--- src/rtl/adma_ram_arbiter_if.sv ---
// Bundle of the three ADMA-side master ports and the shared system-RAM port.
// The arbiter sits on the slave modport; masters and the RAM sit on the master side.
interface adma_ram_arbiter_if;
  logic        req0, req1, req2;
  logic        lock0, lock1, lock2;
  logic        we0, we1, we2;
  logic [63:0] addr0, addr1, addr2;
  logic [31:0] wdata0, wdata1, wdata2;
  logic        gnt0, gnt1, gnt2;
  logic        rvalid0, rvalid1, rvalid2;
  logic [31:0] rdata;
  logic [63:0] ram_address;
  logic        ram_read, ram_write;
  logic [31:0] data_to_ram;
  logic [31:0] data_from_ram;

  modport slave (
    input  req0, req1, req2, lock0, lock1, lock2, we0, we1, we2,
           addr0, addr1, addr2, wdata0, wdata1, wdata2, data_from_ram,
    output gnt0, gnt1, gnt2, rvalid0, rvalid1, rvalid2, rdata,
           ram_address, ram_read, ram_write, data_to_ram
  );

  modport master (
    output req0, req1, req2, lock0, lock1, lock2, we0, we1, we2,
           addr0, addr1, addr2, wdata0, wdata1, wdata2, data_from_ram,
    input  gnt0, gnt1, gnt2, rvalid0, rvalid1, rvalid2, rdata,
           ram_address, ram_read, ram_write, data_to_ram
  );
endinterface

--- src/rtl/adma_ram_arbiter.sv ---
// Round-robin owner of the single system-RAM port for descriptor fetch, data
// transfer and host access; read data is steered back by a tag pipe of RD_LAT stages.
module adma_ram_arbiter #(
  parameter int RD_LAT    = 1,
  parameter int MAX_BURST = 8
) (
  input logic               CLK,
  input logic               RESET,
  adma_ram_arbiter_if.slave bus
);
  typedef enum logic {IDLE, BUSY} state_t;

  state_t      state;
  logic [1:0]  owner;
  logic [1:0]  last;
  logic [7:0]  count;
  logic [2:0]  gnt;
  logic [2:0]  req;
  logic [2:0]  win;
  logic        own_req, own_lock, own_we;
  logic [63:0] own_addr;
  logic [31:0] own_wdata;
  logic        accept;
  logic        others_req;
  logic        release_now;

  logic [RD_LAT-1:0] tag_vld_p;
  logic [1:0]        tag_id_p [RD_LAT];

  // Priority scan last+1, last+2, last; returns {found, index}.
  function automatic logic [2:0] pick(input logic [1:0] lst, input logic [2:0] r);
    logic [1:0] c;
    pick = 3'b000;
    for (int k = 3; k >= 1; k--) begin
      c = 2'((int'(lst) + k) % 3);
      if (r[c]) pick = {1'b1, c};
    end
  endfunction

  function automatic logic [7:0] sat_inc(input logic [7:0] v);
    return (v == 8'hFF) ? v : v + 8'd1;
  endfunction

  function automatic logic burst_done(input logic [7:0] c);
    return ({1'b0, c} + 9'd1) >= 9'(MAX_BURST);
  endfunction

  assign req = {bus.req2, bus.req1, bus.req0};
  assign win = pick(last, req);

  always_comb begin
    own_req   = 1'b0;
    own_lock  = 1'b0;
    own_we    = 1'b0;
    own_addr  = '0;
    own_wdata = '0;
    case (owner)
      2'd0: begin own_req = bus.req0; own_lock = bus.lock0; own_we = bus.we0; own_addr = bus.addr0; own_wdata = bus.wdata0; end
      2'd1: begin own_req = bus.req1; own_lock = bus.lock1; own_we = bus.we1; own_addr = bus.addr1; own_wdata = bus.wdata1; end
      2'd2: begin own_req = bus.req2; own_lock = bus.lock2; own_we = bus.we2; own_addr = bus.addr2; own_wdata = bus.wdata2; end
      default: ;
    endcase
  end

  // Encoding 3 leaves own_req low, so it never accepts and falls back to IDLE.
  assign accept      = (state == BUSY) && own_req;
  assign others_req  = |(req & ~(3'b001 << owner));
  assign release_now = !own_req || (burst_done(count) && !own_lock && others_req);

  assign bus.ram_read    = accept & ~own_we;
  assign bus.ram_write   = accept & own_we;
  assign bus.ram_address = accept ? own_addr : '0;
  assign bus.data_to_ram = accept ? own_wdata : '0;
  assign bus.rdata       = bus.data_from_ram;
  assign {bus.gnt2, bus.gnt1, bus.gnt0} = gnt;

  assign bus.rvalid0 = tag_vld_p[RD_LAT-1] && (tag_id_p[RD_LAT-1] == 2'd0);
  assign bus.rvalid1 = tag_vld_p[RD_LAT-1] && (tag_id_p[RD_LAT-1] == 2'd1);
  assign bus.rvalid2 = tag_vld_p[RD_LAT-1] && (tag_id_p[RD_LAT-1] == 2'd2);

  always_ff @(posedge CLK) begin
    if (RESET) begin
      state <= IDLE;
      owner <= 2'd0;
      last  <= 2'd2;
      count <= 8'd0;
      gnt   <= 3'b000;
    end else begin
      case (state)
        IDLE: begin
          if (win[2]) begin
            owner <= win[1:0];
            last  <= win[1:0];
            count <= 8'd0;
            gnt   <= 3'b001 << win[1:0];
            state <= BUSY;
          end
        end
        BUSY: begin
          if (accept) count <= sat_inc(count);
          if (release_now) begin
            gnt   <= 3'b000;
            state <= IDLE;
          end
        end
        default: begin
          gnt   <= 3'b000;
          state <= IDLE;
        end
      endcase
    end
  end

  // Read-tag pipe, stage 0 is the accept cycle; only the valid bits are reset.
  always_ff @(posedge CLK) begin
    if (RESET) begin
      tag_vld_p <= '0;
    end else begin
      tag_vld_p[0] <= accept & ~own_we;
      for (int k = 1; k < RD_LAT; k++) tag_vld_p[k] <= tag_vld_p[k-1];
    end
  end

  always_ff @(posedge CLK) begin
    tag_id_p[0] <= owner;
    for (int k = 1; k < RD_LAT; k++) tag_id_p[k] <= tag_id_p[k-1];
  end
endmodule

--- src/flat_wrapper.sv ---
// flat-port wrapper written by rule: the top's interface ports become plain ports
module adma_ram_arbiter_flat 
#(
  parameter int RD_LAT    = 1,
  parameter int MAX_BURST = 8
)
  (CLK, RESET, bus_req0, bus_req1, bus_req2, bus_lock0, bus_lock1, bus_lock2, bus_we0, bus_we1, bus_we2, bus_addr0, bus_addr1, bus_addr2, bus_wdata0, bus_wdata1, bus_wdata2, bus_data_from_ram, bus_gnt0, bus_gnt1, bus_gnt2, bus_rvalid0, bus_rvalid1, bus_rvalid2, bus_rdata, bus_ram_address, bus_ram_read, bus_ram_write, bus_data_to_ram);
  adma_ram_arbiter_if bus_i ();
  input logic CLK;
  input logic RESET;
  input wire logic [$bits(bus_i.req0)-1:0] bus_req0;
  input wire logic [$bits(bus_i.req1)-1:0] bus_req1;
  input wire logic [$bits(bus_i.req2)-1:0] bus_req2;
  input wire logic [$bits(bus_i.lock0)-1:0] bus_lock0;
  input wire logic [$bits(bus_i.lock1)-1:0] bus_lock1;
  input wire logic [$bits(bus_i.lock2)-1:0] bus_lock2;
  input wire logic [$bits(bus_i.we0)-1:0] bus_we0;
  input wire logic [$bits(bus_i.we1)-1:0] bus_we1;
  input wire logic [$bits(bus_i.we2)-1:0] bus_we2;
  input wire logic [$bits(bus_i.addr0)-1:0] bus_addr0;
  input wire logic [$bits(bus_i.addr1)-1:0] bus_addr1;
  input wire logic [$bits(bus_i.addr2)-1:0] bus_addr2;
  input wire logic [$bits(bus_i.wdata0)-1:0] bus_wdata0;
  input wire logic [$bits(bus_i.wdata1)-1:0] bus_wdata1;
  input wire logic [$bits(bus_i.wdata2)-1:0] bus_wdata2;
  input wire logic [$bits(bus_i.data_from_ram)-1:0] bus_data_from_ram;
  output wire logic [$bits(bus_i.gnt0)-1:0] bus_gnt0;
  output wire logic [$bits(bus_i.gnt1)-1:0] bus_gnt1;
  output wire logic [$bits(bus_i.gnt2)-1:0] bus_gnt2;
  output wire logic [$bits(bus_i.rvalid0)-1:0] bus_rvalid0;
  output wire logic [$bits(bus_i.rvalid1)-1:0] bus_rvalid1;
  output wire logic [$bits(bus_i.rvalid2)-1:0] bus_rvalid2;
  output wire logic [$bits(bus_i.rdata)-1:0] bus_rdata;
  output wire logic [$bits(bus_i.ram_address)-1:0] bus_ram_address;
  output wire logic [$bits(bus_i.ram_read)-1:0] bus_ram_read;
  output wire logic [$bits(bus_i.ram_write)-1:0] bus_ram_write;
  output wire logic [$bits(bus_i.data_to_ram)-1:0] bus_data_to_ram;
  assign bus_i.req0 = bus_req0;
  assign bus_i.req1 = bus_req1;
  assign bus_i.req2 = bus_req2;
  assign bus_i.lock0 = bus_lock0;
  assign bus_i.lock1 = bus_lock1;
  assign bus_i.lock2 = bus_lock2;
  assign bus_i.we0 = bus_we0;
  assign bus_i.we1 = bus_we1;
  assign bus_i.we2 = bus_we2;
  assign bus_i.addr0 = bus_addr0;
  assign bus_i.addr1 = bus_addr1;
  assign bus_i.addr2 = bus_addr2;
  assign bus_i.wdata0 = bus_wdata0;
  assign bus_i.wdata1 = bus_wdata1;
  assign bus_i.wdata2 = bus_wdata2;
  assign bus_i.data_from_ram = bus_data_from_ram;
  assign bus_gnt0 = bus_i.gnt0;
  assign bus_gnt1 = bus_i.gnt1;
  assign bus_gnt2 = bus_i.gnt2;
  assign bus_rvalid0 = bus_i.rvalid0;
  assign bus_rvalid1 = bus_i.rvalid1;
  assign bus_rvalid2 = bus_i.rvalid2;
  assign bus_rdata = bus_i.rdata;
  assign bus_ram_address = bus_i.ram_address;
  assign bus_ram_read = bus_i.ram_read;
  assign bus_ram_write = bus_i.ram_write;
  assign bus_data_to_ram = bus_i.data_to_ram;
  adma_ram_arbiter #(.RD_LAT(RD_LAT), .MAX_BURST(MAX_BURST)) u_core (.CLK(CLK), .RESET(RESET), .bus(bus_i));
endmodule
--- config.mk ---
export PLATFORM = sky130hd
export DESIGN_NAME = adma_ram_arbiter_flat
export DESIGN_NICKNAME = d
export VERILOG_FILES = /design/src/rtl/adma_ram_arbiter_if.sv /design/src/rtl/adma_ram_arbiter.sv /design/src/flat_wrapper.sv
export SDC_FILE = /design/constraint.sdc
export NUM_CORES = 1
export LEC_CHECK = 0
export BUFFER_PORTS_ARGS = -buffer_cell sky130_fd_sc_hd__buf_2
export CAP_MARGIN = 20
export CELL_PAD_IN_SITES_DETAIL_PLACEMENT = 1
export CELL_PAD_IN_SITES_GLOBAL_PLACEMENT = 1
export CORE_AREA = 3 3 181 183
export CTS_BUF_LIST = sky130_fd_sc_hd__clkbuf_8
export DETAILED_ROUTE_END_ITERATION = 12
export DIE_AREA = 0 0 184 186
export HOLD_SLACK_MARGIN = 0.15
export PLACE_DENSITY = 0.61
export SLEW_MARGIN = 30
export SYNTH_ARGS = -nofsm -noshare
export SYNTH_HDL_FRONTEND = slang
export SYNTH_SLANG_ARGS = --single-unit
--- constraint.sdc ---
create_clock -name CLK -period 3 [get_ports CLK]
set_input_delay 0.15 -clock CLK [delete_from_list [all_inputs] [get_ports CLK]]
set_output_delay 0.15 -clock CLK [all_outputs]
set_load 0.05 [all_outputs]
Word level (Yosys, flattened, before mapping)
Memory sizes are Yosys's and may differ from the RTL's.
Cells that the tools add are included.
{"block": "word_totals", "reg_bits": 17, "ram_bits": 2, "input_bits": 331, "output_inout_bits": 136, "wordCells": 77, "n_memories": 1}
{"block": "classes", "n_addsub": 5, "div_mod_pow": 3, "magnitude_cmp": 4, "eq_ne": 9, "n_shift": 2, "mux": 26, "n_bitwise": 6, "n_reduce_logical": 15}
{"name": "u_core.tag_id_p", "depth": 1, "word_bits": 2, "read_ports": 1, "rd_ports_with_merged_regs": 0, "write_ports": 1, "line_no": "adma_ram_arbiter.sv:28", "source": "logic [1:0] tag_id_p [RD_LAT];"}
{"operator": "case mux 64 bit (3 select lines)", "n": 1}
{"operator": "remainder unit 32 x 3 -> 32 bit (second input constant)", "n": 3}
{"operator": "case mux 32 bit (3 select lines)", "n": 1}
{"operator": "2-to-1 mux 64 bit", "n": 1}
{"operator": "2-to-1 mux 32 bit", "n": 1}
{"operator": "2-to-1 mux 8 bit", "n": 3}
{"operator": "case mux 8 bit (2 select lines)", "n": 1}
{"operator": "2-to-1 mux 3 bit", "n": 5}
{"operator": "adder 8 x 1 -> 9 bit (second input constant)", "n": 1}
{"operator": ">= comparator 9 x 4 -> 1 bit (second input constant)", "n": 1}
{"operator": "< comparator 2 x 3 -> 1 bit (second input constant)", "n": 3}
{"operator": "case mux 1 bit (3 select lines)", "n": 3}
{"operator": "adder 8 x 1 -> 8 bit (second input constant)", "n": 1}
{"operator": "== test 8 bit (second input constant)", "n": 1}
{"operator": "adder 2 x 2 -> 3 bit (second input constant)", "n": 2}
{"operator": "binary-select mux 1 bit (select 2 bit)", "n": 3}
{"operator": "logical AND 1 bit", "n": 6}
{"operator": "inequality test 2 bit (second input constant)", "n": 3}
{"operator": "case mux 3 bit (2 select lines)", "n": 1}
{"operator": "left shift 1 x 2 -> 3 bit (first input constant)", "n": 2}
{"operator": "2-to-1 mux 1 bit", "n": 5}
{"operator": "== test 2 x 1 -> 1 bit (second input constant)", "n": 2}
{"operator": "== test 2 bit (second input constant)", "n": 2}
{"operator": "logical NOT 2 bit", "n": 2}
{"operator": "12 further kinds", "n": 16}

Logic depth before layout (Yosys ltp)
Gate-level depths: netlist of run 1.
{"block": "depth", "depth_word": 10, "mapped_depth": 8, "depth_no_buf": 7}

Worst setup path before layout of run 1
No wires, ideal clock.
{"block": "synth_timing", "path_kind": "reg-to-reg", "start": "reg u_core.last[0]", "end": "reg u_core.count[7]", "setup_time_ns": 0.120, "t_arrival_ns": 2.270, "required_time_ns": 2.880, "path_slack_ns": 0.611, "path_stages_with_launch": 9, "n_path_buf": 1, "synth_period_minus_slack_ns": 2.389, "cell_sequence": "dfxtp_1 clkbuf_1 inv_1 ha_1 maj3_2 a22oi_1 nand3b_1 and3_1 a211o_1"}
{"block": "synth_via", "elab_chain_len": 9, "word_cells_on_any_way": 17, "classes_between": "3 x add/sub; 3 x div; 1 x eq/ne; 9 x mux; 1 x reduce/logical"}
{"element": "start, declared", "line_no": "adma_ram_arbiter.sv:15", "source": "logic [1:0] last;"}
{"element": "start signal, assigned", "line_no": "adma_ram_arbiter.sv:93", "source": "last <= win[1:0];"}
{"element": "adder 2 x 2 -> 3 bit", "line_no": "adma_ram_arbiter.sv:35", "source": "c = 2'((int'(lst) + k) % 3);"}
{"element": "remainder unit 32 x 3 -> 32 bit", "line_no": "adma_ram_arbiter.sv:35"}
{"element": "binary-select mux 1 bit (select 2 bit)", "line_no": "adma_ram_arbiter.sv:36", "source": "if (r[c]) pick = {1'b1, c};"}
{"element": "2-to-1 mux 1 bit (implied by the code)", "line_no": "adma_ram_arbiter.sv:36"}
{"element": "2-to-1 mux 3 bit (2 in series)", "line_no": "adma_ram_arbiter.sv:36"}
{"element": "2-to-1 mux 3 bit (*)", "line_no": "adma_ram_arbiter.sv:36"}
{"element": "inequality test 2 x 1 -> 1 bit (no source line) (*)"}
{"element": "AND reduction 3 bit (no source line) (*)"}
{"element": "end signal, assigned", "line_no": "adma_ram_arbiter.sv:100", "source": "if (accept) count <= sat_inc(count);"}
{"element": "end, declared", "line_no": "adma_ram_arbiter.sv:16", "source": "logic [7:0] count;"}
Every way passes the cells marked *; elsewhere a longest branch is shown, timed or not. The select of a mux whose other input is x is not followed.
A chain may end at the register's enable or synchronous reset.

==> impl_metrics.yaml, run 1 <==
logic_synthesis:
  synth-edff-count: 0
  synth_compound_area_share_pct: 20.63
  ys_types: 48
  ys.flop_type: "dfxtp_1"
  synth_xor_area_share_pct: 0
  avgSynthCellArea_um2: 6.229
  synthCells: 593
  synthMuxAreaShare_pct: 27.64
  async_flop_share_pct: 0
  ys_seq_area_share_pct: 9.756
  synth_top_family_by_area: "simple AND/OR/NAND/NOR gates"
  synthAdderAreaFrac_pct: 1.321
  ys_seq_elements: 18
  yosys.area_share.simple_pct: 28.25
  syn_nets: 927
  netlist_area_um2: 3694
  ys_warn_count: 0
finish:
  post-route-util_pct: 19.21
  syn2layout_area_growth_pct: 63.25
  nets: 1262
  multi_input_area_um2: 2888
  fillerInstances: 4031
  drive_gt1_share_pct: 46.17
  seqCellArea_um2: 367.9
  diodes: 0
  fin_cells: 1329
setup_path:
  cp_max_fo: 63
  cp-end-kind: "output port"
  crit_type: "flop to output port"
  arrival_ps: 2360
  crit_required_ps: 2850
  startpoint_type: "flop"
  crit_path_max_incr_delay_ps: 520
  crit_slowest_cell: "buf_4"
  path_cells: "buf_4 -> o2bb2ai_2 -> nand2_4 -> buf_12 -> nor2_1 -> buf_2"
placement:
  place_inst: 1325
  place.gp.congestion: 0.7598
  hpwl_um: 16410
  numPortBuffers: 402
routing:
  via_per_inst: 4.056
  first_pass_iters: 4
  drtAntennaViolNets: 0
  drc: 0
  drtIter0Drc: 137
  routedWlPerCell_um: 14.85
  drt-total-wl_um: 19730
  vias: 5391
timing:
  drv_slew: 0
  rsz0062_at_grt: "false"
  finalCriticalPeriod_ps: 2512
  holdWs_ps: 214.5
  tns_ps: 0
  relSlewSlack_pct: 53.42
  finalHoldViolations: 0
  fin_skew_ps: 5.251
  tightest_slew_ps: 698.7
  setup_viol: 0
  fin_crit_sh_pct: 83.72
  fmax_mhz: 398.1
clocking:
  cts-resized-gates: 0
  root_buffer: "clkbuf_8"
  clk_pin_slew_ps: 70
  cts_hold_buffers: 0
  cts_buffers: 3
  cts_sinks: 18
  clock_path_buffers: 2
  postCtsSetupBuffers: 0
  htree_levels: 1
  tritoncts: "built"
  clock_latency_ps: 250
die:
  num_rows: 65
  pin_count: 467
  core-area_um2: 31390
  die-width_um: 184
  start_util_pct: 11.77
  dieArea_um2: 34220
  die_h_um: 186
power:
  p_per_area_nw_per_um2: 509.7
  p_leak_nw: 3.012
  vdd_drop_max_uv: 200.3
  total_power_mw: 3.073
global_route:
  grt_first_pass_wirelength_um: 28380
  antenna_found_initial: 0
  grt_max_degree: 72
  overflow: 0
  grt_usage_pct: 10.14
  grt_pass1_vias: 5423
min_path:
  hp-class: "primary input to flop"
flow_run:
  drv_cap: 0
status:
  status: "completed"
## metal layers
layer,GRT usage (%),part of all wire [%]
met5,0,0
met4,1.451,1.1
met3,1.935,7.2
met2,18.77,52
met1,12.45,40
## sequential cells by signal, summed over array words and instances (netlist names)
signal,count
u_core.owner,1
u_core.state,1
u_core.gnt,3
u_core.count,8
u_core.last,2
u_core.tag_id_p,2
u_core.tag_vld_p,1
## placed cells by master (no fill, tap or decap), drive strengths merged, types with 3 or more instances in the layout
cell	n
mux2i	102
nor2b	3
a211o	4
nor3	8
o2bb2ai	4
a211oi	3
ha	3
and3	4
o21ai	6
dfxtp	18
nand2	14
buf	410
nor2	203
inv	5
a21oi	99
clkbuf	4
nand3	9
## path summary, 6_finish.rpt
check / startpoint / end / slack, ps / cells after the start
worst min-delay path: RESET / u_core.owner[1] / 210 / 2
worst max register to register: u_core.last[0] / u_core.count[7] / 730 / 7
worst max-delay path: u_core.last[0] / bus_ram_address[33] / 490 / 6
worst min register to register: u_core.gnt[1] / u_core.gnt[1] / 490 / 1
## cells by family (layout without fill, tap and decap cells)
group,count (synthesis),after routing
AOI/OAI and AO/OA,131,131
adders and majority gates,4,4
buffers and inverters,85,419
DFF,18,18
muxes,102,102
and+or+nand+nor,253,253
## worst max-delay path: cells and delay by family, from the launching register on
kind / cells / cell delay, ps
buffers and inverters: 3 / 1010
and+or+nand+nor: 2 / 500
DFF: 1 / 370
AOI/OAI and AO/OA: 1 / 150
## synthesized netlist by cell type, types with 3 or more instances
cell       number  area, um^2
nor2_1        203       762.0
mux2i_1       102        1021
a21oi_1        99       495.5
buf_4          32       240.2
clkbuf_1       21       78.83
dfxtp_1        18       360.4
buf_2          13       65.06
nand2_1        13       48.80
buf_1          12       45.04
nand3_1         8       40.04
nor3_1          8       40.04
o21ai_0         6       30.03
inv_1           5       18.77
and3_1          4       25.02
ha_1            3       37.54
nor2b_1         3       18.77
o2bb2ai_1       3       26.28
## where the power goes
group	leakage (nW)	internal, mW	switching (mW)
logic	2.83	0.789	1.76
clock network	0.0288	0.117	0.0873
registers	0.148	0.275	0.0440
## layout make-up
class	count	area share (%)
well taps	402	8.342
inverters	5	0.3113
clock buffers	4	0.9131
multi-input cells	490	47.89
repair buffers	410	36.44
flip-flops and latches	18	6.101
## through the flow
step / worst slack [ps] / instance area [um^2]
2_1_floorplan: 610.6 / 3694
3_3_place_gp: 732.0 / 5974
3_5_place_dp: 707.0 / 5974
4_1_cts: 423.1 / 6030
5_1_grt: 273.7 / 6030
6_report: 488.3 / 6030
Power figures use the tool's default switching activity.
==> run 2: changes to the inputs <==
--- a/config.mk
+++ b/config.mk
@@ -5,16 +5,17 @@
 export SDC_FILE = /design/constraint.sdc
 export NUM_CORES = 1
 export LEC_CHECK = 0
+export ABC_AREA = 1
 export BUFFER_PORTS_ARGS = -buffer_cell sky130_fd_sc_hd__buf_2
 export CAP_MARGIN = 20
 export CELL_PAD_IN_SITES_DETAIL_PLACEMENT = 1
 export CELL_PAD_IN_SITES_GLOBAL_PLACEMENT = 1
-export CORE_AREA = 3 3 181 183
+export CORE_AREA = 3 3 180 182
 export CTS_BUF_LIST = sky130_fd_sc_hd__clkbuf_8
 export DETAILED_ROUTE_END_ITERATION = 12
-export DIE_AREA = 0 0 184 186
+export DIE_AREA = 0 0 183 185
 export HOLD_SLACK_MARGIN = 0.15
-export PLACE_DENSITY = 0.61
+export PLACE_DENSITY = 0.64
 export SLEW_MARGIN = 30
 export SYNTH_ARGS = -nofsm -noshare
 export SYNTH_HDL_FRONTEND = slang
==> constraint.sdc (replaced) <==
create_clock -name CLK -period 2.2 [get_ports CLK]
set_input_delay 0.11 -clock CLK [delete_from_list [all_inputs] [get_ports CLK]]
set_output_delay 0.11 -clock CLK [all_outputs]
set_load 0.05 [all_outputs]
==> run 2 against run 1 <==
Effect of this change:
- critical path depth rose by 3
- register-to-register slack got worse by 480 ps
- synthesized cell count rose by 8.8%
- final cell count rose by 4.8%
- utilization rose by 0.17 points
- global-route usage rose by 2.6 points
- non-clock buffer count rose by 14
- synthesized area fell by 13%
- critical path type unchanged
- via count rose by 5.5%
- critical endpoint is now bus_ram_address[39]
- wire length rose by 20%
==> impl_metrics.yaml, run 2 <==
power:
  p_seq_share_pct: 8.2
  switching_power_mw: 4.087
  pwr-share-clk_pct: 4.4
  intPower_mw: 2.197
  p_per_area_nw_per_um2: 1055
  pwr-share-comb_pct: 87.4
  total_power_mw: 6.284
  vdd_drop_max_uv: 341.4
  p_leak_nw: 3.054
  switching_share_pct: 65.04
finish:
  syn2layout_area_growth_pct: 84.54
  fin_cells: 1393
  layout_commonest_cell: "buf_2"
  regMostFlops: "u_core.count"
  mostFrequentLayoutCells: "buf_2, nand2_1, a31oi_1"
  largest_reg_flops: 8
  drive_gt1_share_pct: 45.64
  diodes: 0
  largestRegisters: "u_core.count: 8 flops, u_core.gnt: 3 flops"
  fillerInstances: 4100
  nets: 1332
  post-route-util_pct: 19.38
logic_synthesis:
  ys_top_cells_by_area: "nand2_1, a31oi_1, dfxtp_1, buf_4, nand3_1"
  ys_seq_area_share_pct: 11.16
  yosys-top-cells-count: "nand2_1, a31oi_1, buf_4"
  synth.largest_area_cell: "nand2_1"
  netlist_area_um2: 3229
  syn_nets: 979
  avgSynthCellArea_um2: 5.007
  post-synth-top-count-cell: "nand2_1"
  synth_top_area_share_pct: 39.75
  ys_warn_count: 0
  ys_seq_elements: 18
  ys.flop_type: "dfxtp_1"
  ys_types: 27
  synthCells: 645
  async_flop_share_pct: 0
  synth-edff-count: 0
routing:
  drtIter0Drc: 234
  via_per_inst: 4.085
  wirelength_met1_um: 9702
  drtAntennaViolNets: 0
  drc: 0
  wl_met2_um: 11760
  highest_layer: "met4"
  drt-total-wl_um: 23610
  vias: 5690
  wl_met3_um: 1745
  routedWlPerCell_um: 16.95
  first_pass_iters: 5
clocking:
  root_buffer: "clkbuf_8"
  clock_latency_ps: 260
  clock_path_buffers: 2
  cts_buffers: 3
  cts_hold_buffers: 0
  tritoncts: "built"
  cts_sinks: 18
  clk_pin_slew_ps: 70
  htree_levels: 1
die:
  core-area_um2: 30750
  num_rows: 64
  pin_count: 467
  dieArea_um2: 33860
  die-width_um: 183
  die_h_um: 185
  start_util_pct: 10.50
global_route:
  grt_usage_pct: 12.72
  grt_pass1_vias: 5956
  grt_first_pass_wirelength_um: 34020
  overflow: 0
  grt_max_degree: 51
  antenna_found_initial: 0
setup_path:
  crit_required_ps: 2090
  arrival_ps: 1980
  cp-end-kind: "output port"
  crit_type: "flop to output port"
  ff2ff_path_depth: 12
  startpoint_type: "flop"
  cp_max_fo: 21
timing:
  finalCriticalPeriod_ps: 2094
  finalHoldViolations: 0
  drv_slew: 0
  holdWs_ps: 180.4
  tightest_slew_ps: 358.1
  rsz0062_at_grt: "false"
  fin_crit_sh_pct: 95.17
  fin_skew_ps: 5.040
  relSlewSlack_pct: 76.02
  fmax_mhz: 477.6
  setup_viol: 0
min_path:
  holdPathStages: 2
  hp-class: "primary input to flop"
flow_run:
  drv_cap: 0
placement:
  place_inst: 1383
  hpwl_um: 19620
  place.gp.congestion: 0.8451
  numPortBuffers: 402
status:
  status: "completed"
-- run 2: changes by cell type after synthesis, moves of 4 or more --
cell,change
nor3_1,-6
nor2_1,-181
nand2_1,+329
inv_1,+19
mux2i_1,-102
nand3_1,+20
and3_1,-4
buf_2,-8
clkbuf_1,+5
a21oi_1,-89
a31oi_1,+96
-- run 2: critical path: stages, from the launching register on --
cell      delay [ps]
dfxtp_2          340
buf_12           130
nor2_4           150
nand2_1           90
o211ai_2          90
nand2_4          110
buf_12           180
buf_4            200
a31oi_1          180
buf_4            240
-- run 2: final cells by class --
cell class | instances | area (um^2) | share of cell area (%)
Sequential cell | 18 | 365.4 | 6.131
Multi-Input combinational cell | 524 | 2462 | 41.32
Clock buffer | 4 | 55.05 | 0.9238
Tap cell | 396 | 495.5 | 8.314
Timing Repair Buffer | 424 | 2477 | 41.57
Inverter | 27 | 103.9 | 1.743
-- run 2: cell families (layout without fill, tap and decap cells) --
group,count (synthesis),in the layout,synth area share [%]
buffers and inverters,103,455,16.00
AND/OR/NAND/NOR,401,401,48.66
adder cells (fa/ha/maj),3,3,1.162
XOR/XNOR,1,1,0.2713
flip-flops,18,18,11.16
AO/OA/AOI/OAI,119,119,22.74
-- run 2: what timing repair did --
action,CTS,global route
buffers inserted,4,1
setup endpoints to repair,51,58
resized for setup,18,30
gates cloned,1,0
pin swaps,1,2
-- run 2: power groups by stage --
| stage | Clock [mW] | Sequential [mW] | Combinational [mW] |
|---|---|---|---|
| floorplan | 0 | 0.561 | 3.55 |
| global placement | 0 | 0.519 | 5.19 |
| detailed placement | 0 | 0.518 | 5.24 |
| CTS | 0.288 | 0.513 | 5.47 |
| global route | 0.300 | 0.529 | 5.92 |
| finish | 0.278 | 0.516 | 5.49 |
-- run 2: path summary, 6_finish.rpt --
kind	end	from	slack [ps]
min reg2reg	u_core.tag_id_p[0][1]	u_core.owner[1]	420
max	bus_ram_address[39]	u_core.last[0]	110
min	u_core.last[0]	RESET	180
max reg2reg	u_core.gnt[1]	u_core.last[0]	250
-- run 2: stage by stage --
| step | setup slack, ps | setup TNS [ps] | cell area, um^2 |
|---|---|---|---|
| 2_1_floorplan | -25.96 | -259.6 | 3261 |
| 3_3_place_gp | 75.96 | 0 | 5677 |
| 3_5_place_dp | 101.1 | 0 | 5677 |
| 4_1_cts | 19.16 | 0 | 5854 |
| 5_1_grt | 5.087 | 0 | 5959 |
| 6_report | 106.3 | 0 | 5959 |
-- run 2: metal layers --
metal  GRT usage, %  vias up
met5              0        -
met4          2.438        0
met3          3.476       20
met2          22.63      253
met1          15.47     2616
li1               -     2801
